## src/rtl/icache_dm_if.sv

```systemverilog
// icache_dm_if: fetch-side and memory-side signals of the direct-mapped instruction cache.
// master = pipeline/memory environment, slave = cache.
interface icache_dm_if;
  logic        imemren;
  logic [31:0] imemaddr;
  logic        ihit;
  logic [31:0] imemload;
  logic        iren;
  logic [31:0] iaddr;
  logic        iwait;
  logic [31:0] iload;

  modport master (
    output imemren, imemaddr, iwait, iload,
    input  ihit, imemload, iren, iaddr
  );

  modport slave (
    input  imemren, imemaddr, iwait, iload,
    output ihit, imemload, iren, iaddr
  );
endinterface

```

## src/rtl/icache_dm.sv

```systemverilog
// icache_dm: direct-mapped, read-only instruction cache, one 32-bit word per frame.
// Optional build macro ICACHE_STATS_EN adds saturating hit_count/miss_count ports.
module icache_dm #(
  parameter int unsigned NSETS = 16
) (
  input  logic        clk,
  input  logic        rst_n,
  icache_dm_if.slave  bus
`ifdef ICACHE_STATS_EN
  ,
  output logic [31:0] hit_count,
  output logic [31:0] miss_count
`endif
);
  localparam int unsigned IDXW  = $clog2(NSETS);
  localparam int unsigned TAGW  = 32 - IDXW - 2;
  localparam int unsigned WORDW = 32;

  localparam logic [0:0] IDLE  = 1'b0;
  localparam logic [0:0] FETCH = 1'b1;

  logic [0:0]       state;
  logic [0:0]       state_nxt;
  logic [NSETS-1:0] valid;
  logic [TAGW-1:0]  tags  [NSETS];
  logic [WORDW-1:0] words [NSETS];
  logic [31:0]      miss_addr;

  logic [IDXW-1:0]  req_idx;
  logic [TAGW-1:0]  req_tag;
  logic [IDXW-1:0]  fill_idx;
  logic [TAGW-1:0]  fill_tag;
  logic             lookup_hit;
  logic             miss_start;
  logic             fill;
  logic             unused_addr_lsbs;

  // Byte offset never selects anything: the cache returns whole words.
  assign unused_addr_lsbs = ^bus.imemaddr[1:0];

  assign req_idx  = bus.imemaddr[IDXW+1:2];
  assign req_tag  = bus.imemaddr[31:IDXW+2];
  assign fill_idx = miss_addr[IDXW+1:2];
  assign fill_tag = miss_addr[31:IDXW+2];

  assign lookup_hit = bus.imemren & valid[req_idx] & (tags[req_idx] == req_tag);

  // Next state and outputs; hits are answered in the same cycle they are requested.
  always_comb begin
    state_nxt    = state;
    miss_start   = 1'b0;
    fill         = 1'b0;
    bus.ihit     = 1'b0;
    bus.imemload = '0;
    bus.iren     = 1'b0;
    bus.iaddr    = '0;
    case (state)
      IDLE: begin
        if (lookup_hit) begin
          bus.ihit     = 1'b1;
          bus.imemload = words[req_idx];
        end else if (bus.imemren) begin
          miss_start = 1'b1;
          state_nxt  = FETCH;
        end
      end
      FETCH: begin
        bus.iren  = 1'b1;
        bus.iaddr = miss_addr;
        if (!bus.iwait) begin
          fill      = 1'b1;
          state_nxt = IDLE;
        end
      end
      default: state_nxt = IDLE;
    endcase
  end

  always_ff @(posedge clk or negedge rst_n) begin
    if (!rst_n) begin
      state <= IDLE;
    end else begin
      state <= state_nxt;
    end
  end

  // The miss address is frozen for the whole fetch; later PC changes are ignored.
  always_ff @(posedge clk or negedge rst_n) begin
    if (!rst_n) begin
      miss_addr <= '0;
    end else if (miss_start) begin
      miss_addr <= {bus.imemaddr[31:2], 2'b00};
    end
  end

  always_ff @(posedge clk or negedge rst_n) begin
    if (!rst_n) begin
      valid <= '0;
    end else if (fill) begin
      valid[fill_idx] <= 1'b1;
    end
  end

  // Tag and data arrays carry no reset; the valid bits qualify them.
  always_ff @(posedge clk) begin
    if (fill) begin
      tags[fill_idx]  <= fill_tag;
      words[fill_idx] <= bus.iload;
    end
  end

`ifdef ICACHE_STATS_EN
  always_ff @(posedge clk or negedge rst_n) begin
    if (!rst_n) begin
      hit_count  <= '0;
      miss_count <= '0;
    end else begin
      if (lookup_hit && (state == IDLE) && (hit_count != 32'hFFFF_FFFF)) begin
        hit_count <= hit_count + 32'd1;
      end
      if (miss_start && (miss_count != 32'hFFFF_FFFF)) begin
        miss_count <= miss_count + 32'd1;
      end
    end
  end
`endif

endmodule
```

## src/flat_wrapper.sv

```systemverilog
// flat-port wrapper written by rule: the top's interface ports become plain ports
module icache_dm_flat 
#(
  parameter int unsigned NSETS = 16
)
  (clk, rst_n, bus_imemren, bus_imemaddr, bus_iwait, bus_iload, bus_ihit, bus_imemload, bus_iren, bus_iaddr);
  icache_dm_if bus_i ();
  input  logic clk;
  input  logic rst_n;
  input wire logic [$bits(bus_i.imemren)-1:0] bus_imemren;
  input wire logic [$bits(bus_i.imemaddr)-1:0] bus_imemaddr;
  input wire logic [$bits(bus_i.iwait)-1:0] bus_iwait;
  input wire logic [$bits(bus_i.iload)-1:0] bus_iload;
  output wire logic [$bits(bus_i.ihit)-1:0] bus_ihit;
  output wire logic [$bits(bus_i.imemload)-1:0] bus_imemload;
  output wire logic [$bits(bus_i.iren)-1:0] bus_iren;
  output wire logic [$bits(bus_i.iaddr)-1:0] bus_iaddr;
  assign bus_i.imemren = bus_imemren;
  assign bus_i.imemaddr = bus_imemaddr;
  assign bus_i.iwait = bus_iwait;
  assign bus_i.iload = bus_iload;
  assign bus_ihit = bus_i.ihit;
  assign bus_imemload = bus_i.imemload;
  assign bus_iren = bus_i.iren;
  assign bus_iaddr = bus_i.iaddr;
  icache_dm #(.NSETS(NSETS)) u_core (.clk(clk), .rst_n(rst_n), .bus(bus_i));
endmodule
```

## config.mk

```make
export PLATFORM = sky130hd
export DESIGN_NAME = icache_dm_flat
export DESIGN_NICKNAME = d
export VERILOG_FILES = /design/src/rtl/icache_dm_if.sv /design/src/rtl/icache_dm.sv /design/src/flat_wrapper.sv
export SDC_FILE = /design/constraint.sdc
export NUM_CORES = 1
export LEC_CHECK = 0
export ABC_CLOCK_PERIOD_IN_PS = 12760
export CORE_UTILIZATION = 25
export DETAILED_ROUTE_END_ITERATION = 10
export SYNTH_ARGS = -nofsm -noshare
export SYNTH_HDL_FRONTEND = slang
export SYNTH_SLANG_ARGS = --single-unit
```

## constraint.sdc

```tcl
create_clock -name clk -period 12.76 [get_ports clk]
set_input_delay 3.19 -clock clk [delete_from_list [all_inputs] [get_ports clk]]
set_output_delay 3.19 -clock clk [all_outputs]
set_load 0.03 [all_outputs]
```

==> flow_summary.rst <==
.. list-table::
   :header-rows: 1

   * - Metric
     - Value
   * - Final setup violation count
     - 0
   * - Max Slew Vio Count
     - 0
   * - Crit path max fanout
     - 76
   * - Die width
     - 392 µm
   * - Count of buffer and inverter cells on the critical path
     - 3
   * - Clock tree from TritonCTS
     - done
   * - Vias in the first global route
     - 18800
   * - Cell depth of the worst flop-to-flop path
     - 9
   * - Number of remaining DRC errors
     - 0
   * - Largest clock skew in the final design
     - 0.0275 ns
   * - Hold path depth
     - 1
   * - Number of buffers added by the clock tree synthesis step
     - 88
   * - Fraction of layout cells with a size suffix above 1
     - 24.1%
   * - Largest net degree at the start of global routing
     - 97
   * - Nets
     - 1970
   * - Post-synthesis sequential area ratio
     - 76.4%
   * - CP Data Required Time
     - 9.57 ns
   * - Total wire length after detailed routing
     - 96200 µm
   * - Count of buffers added by post-CTS timing repair for setup
     - 0
   * - Filler cell count
     - 14600
   * - Category of cells accounting for the largest share of critical-path delay
     - simple AND/OR/NAND/NOR gates
   * - Power per Cell Area
     - 159 mW/mm²
   * - Register area
     - 0.0290 mm²
   * - Post-synthesis xor/xnor area fraction
     - 0.645%
   * - Crit Path Class
     - in -> out
   * - Total leakage power
     - 14.1 nW
   * - Final period utilization
     - 90.9%
   * - Crit. path cell count
     - 11
   * - Adder-cell share of the synthesized area
     - 0%
   * - Count of unique library cells instantiated by Yosys
     - 57
   * - Area taken by multi-input logic gates
     - 0.00859 mm²
   * - Source-to-sink clock delay at the later pin of the worst-skew pair
     - 0.68 ns
   * - Post-detailed-route via-to-cell ratio
     - 4.57
   * - Critical path's largest stage delay
     - 0.73 ns
   * - Initial detailed-routing violation count
     - 1761
   * - Count of maximum capacitance violations
     - 0
   * - Die H
     - 392 µm
   * - Crit-path slowest cell
     - clkdlybuf4s50_1
   * - Async S/R FF share, synth
     - 4.82%
   * - Wire length of the first global-routing pass
     - 136000 µm
   * - Total of cells resized after clock tree synthesis
     - 0
   * - Kind of end point of the critical path
     - primary output
   * - Aggregate global routing overflow
     - 0
   * - Post-detailed-route wirelength per cell
     - 24.1 µm
   * - Initial Util
     - 25.3%
   * - Number of detailed-routing iterations run before antenna repair
     - 5
   * - YS warnings
     - 0
   * - Area added between synthesis and finish
     - 18.0%
   * - Top-Level Pins
     - 134
   * - Cell chain of the critical path
     - buf_6 > and2b_1 > a22oi_1 > a21oi_1 > nor4_1 > o2111ai_1 > nor4_2 > nand4_1 > buf_4 > nor2b_1 > clkdlybuf4s50_1
   * - Number of synthesized flops with an enable pin
     - 928
   * - Share of cell area taken by muxes after synthesis
     - 17.0%
   * - Count of mapped cells out of synthesis
     - 1720
   * - Highest clock frequency the design can meet
     - 0.0863 GHz
   * - Compound-cell area share of the yosys netlist
     - 1.80%
   * - Clk sinks
     - 975
   * - Final core area utilization
     - 29.8%
   * - Clock-pin slew reported for the worst setup and hold paths after clock tree synthesis
     - 0.07 ns
   * - Area fraction in and, or, nand and nor cells after synthesis
     - 2.81%
   * - TNS Setup
     - 0 ns
   * - Class of the tightest hold or removal check
     - reg -> reg
   * - Count of inserted antenna diode cells
     - 0
   * - Overall global routing resource usage
     - 12.4%
   * - Min Tclk post-route
     - 11.59 ns
   * - Number of hold violations in the final report
     - 0
   * - Worst slew margin relative to its limit
     - 28.5%
   * - Via count
     - 18200
   * - Global placer's final weighted congestion
     - 0.731
   * - Flops & latches, synth
     - 975
   * - Critical Path Source Type
     - input port
   * - WP data arrival
     - 8.40 ns
   * - Most used flip-flop cell after synthesis
     - edfxtp_1
   * - Cell Rows
     - 142
   * - Cell at the root of the clock tree
     - clkbuf_16
   * - Total power after layout
     - 7.13 mW
   * - Dominant combinational cell family by area after synthesis
     - multiplexers
   * - Dpl cell area
     - 0.0419 mm²
   * - Post-synth design cell area
     - 0.0380 mm²
   * - Hold buffer count at CTS
     - 0
   * - Status
     - finished, final reports clean
   * - Mean area per synthesized cell
     - 22.1 µm²
   * - Finished layout cell area
     - 0.0449 mm²
   * - Htree depth
     - 3
   * - Number of antenna violations at the first check in global routing
     - 20
   * - Worst VDD drop
     - 0.0000897 V
   * - Setup repair after global routing missed its margin
     - no
   * - Buffer depth of the longest clock path
     - 3
   * - DIE AREA
     - 0.154 mm²
   * - Total of buffers placed on input and output ports
     - 129
   * - Placed wire-length estimate
     - 53000 µm
   * - Area inside the core boundary
     - 0.150 mm²
   * - Post-DRT Antenna Nets
     - 0
   * - Slew at the pin with the worst max-slew slack
     - 1.07 ns
cell usage after synthesis (3+ instances only):
cell	count	area, µm²
mux2_1	3	33.8
dfrtp_1	47	1180
a22o_1	11	96.3
or2_2	16	100
edfxtp_1	928	27900
buf_1	10	37.5
nand2b_1	4	25.0
nand2_1	22	82.6
mux2i_1	98	981
and2_1	32	200
and3_1	6	37.5
buf_4	13	97.6
nand4_1	6	37.5
buf_2	31	155
xnor2_1	20	175
buf_6	8	90.1
xor2_1	8	70.1
or3_1	3	18.8
nand3_1	7	35.0
nor3_1	7	35.0
a221oi_1	8	70.1
and4b_1	3	30.0
mux4_2	224	5040
a31oi_1	3	18.8
nor2_1	16	60.1
a21o_1	3	22.5
a21oi_1	5	25.0
inv_1	4	15.0
nor2b_1	37	231
clkbuf_1	29	109
and4_1	3	26.3
o21ai_0	3	15.0
a22oi_1	38	285
mux2_4	26	390
a211o_1	4	35.0
nor4_1	8	50.1
cell families after synthesis:
| group | Yosys count |
|---|---|
| and+or+nand+nor | 181 |
| other | 1 |
| buffers and inverters | 96 |
| xor gates and xnor gates | 28 |
| muxes | 352 |
| DFF | 975 |
| AOI/OAI and AO/OA | 87 |
layer usage:
layer	wire length [µm]	vias up	global-route usage [%]
met1	41000	9853	16.6
met2	46500	663	20.3
met5	140	-	0
li1	-	7548	-
met4	2090	22	3.32
met3	6470	153	2.61
sequential cells by signal, summed over array words and instances (netlist names):
register / cells
u_core.words: 512
u_core.valid: 16
u_core.miss_addr: 30
u_core.state: 1
u_core.tags: 416
cell usage in the layout, fill, tap and decap left out, types with 4 or more instances in the layout:
master,Yosys,layout
edfxtp_1,928,928
mux4_2,224,224
clkdlybuf4s50_1,0,124
mux2i_1,98,98
clkbuf_16,0,88
buf_4,13,52
dfrtp_1,47,47
a22oi_1,38,38
nor2b_1,37,37
and2_1,32,32
mux2_4,26,26
nand2_1,22,22
xnor2_1,20,20
clkbuf_1,29,18
or2_2,16,16
clkinv_1,0,16
bufinv_16,0,14
nor2_4,1,13
clkinv_2,0,12
a22o_1,11,11
a221oi_1,8,8
xor2_1,8,8
nor4_1,8,8
nand3_1,7,7
and3_1,6,6
nand4_1,6,6
a21oi_1,5,5
inv_1,4,4
nor2_1,16,4
nand2b_1,4,4
a211o_1,4,4
nor3_2,0,4
clkbuf_8,0,4
worst register-to-register path: cells and delay by family, from the launching register on:
kind / cells / cell delay (ns)
and+or+nand+nor: 2 / 0.99
AOI/OAI and AO/OA: 4 / 0.89
DFF: 1 / 0.39
muxes: 2 / 0.87
buffers and inverters: 1 / 0.38
power breakdown:
group / total [mW] / leakage, nW / internal [mW] / switching [mW]
registers: 3.82 / 8.90 / 3.70 / 0.124
clock network: 2.75 / 1.44 / 1.58 / 1.17
logic: 0.550 / 3.71 / 0.239 / 0.311
stage by stage:
step / std cells / setup slack, ns / hold WS (ns)
final: 3989 / 1.17 / 0.468
after floorplan: 1721 / 3.65 / 0.434
after detailed placement: 3828 / 0.946 / 0.454
after global routing: 3989 / 0.728 / 0.493
after global placement: 3828 / 0.938 / 0.446
after CTS: 3989 / 0.921 / 0.469
final cells by class:
class,count,share of cell area (%)
Tap cell,2016,5.62
Clock buffer,110,5.18
Multi-Input combinational cell,650,19.1
Sequential cell,975,64.7
Clock inverter,51,1.45
Inverter,5,0.0418
Timing Repair Buffer,182,3.83
final timing paths:
kind,startpoint,endpoint,slack [ns]
setup / recovery,bus_imemaddr[3],bus_imemload[12],1.17
hold / removal,u_core.valid[5],u_core.valid[5],0.47
setup reg to reg,u_core.tags[2][12],u_core.miss_addr[21],9.09
hold reg to reg,u_core.valid[5],u_core.valid[5],0.47
max in group asynchronous,rst_n,u_core.miss_addr[19],9.48
min in group asynchronous,rst_n,u_core.miss_addr[29],2.65
Power figures use the tool's default switching activity.
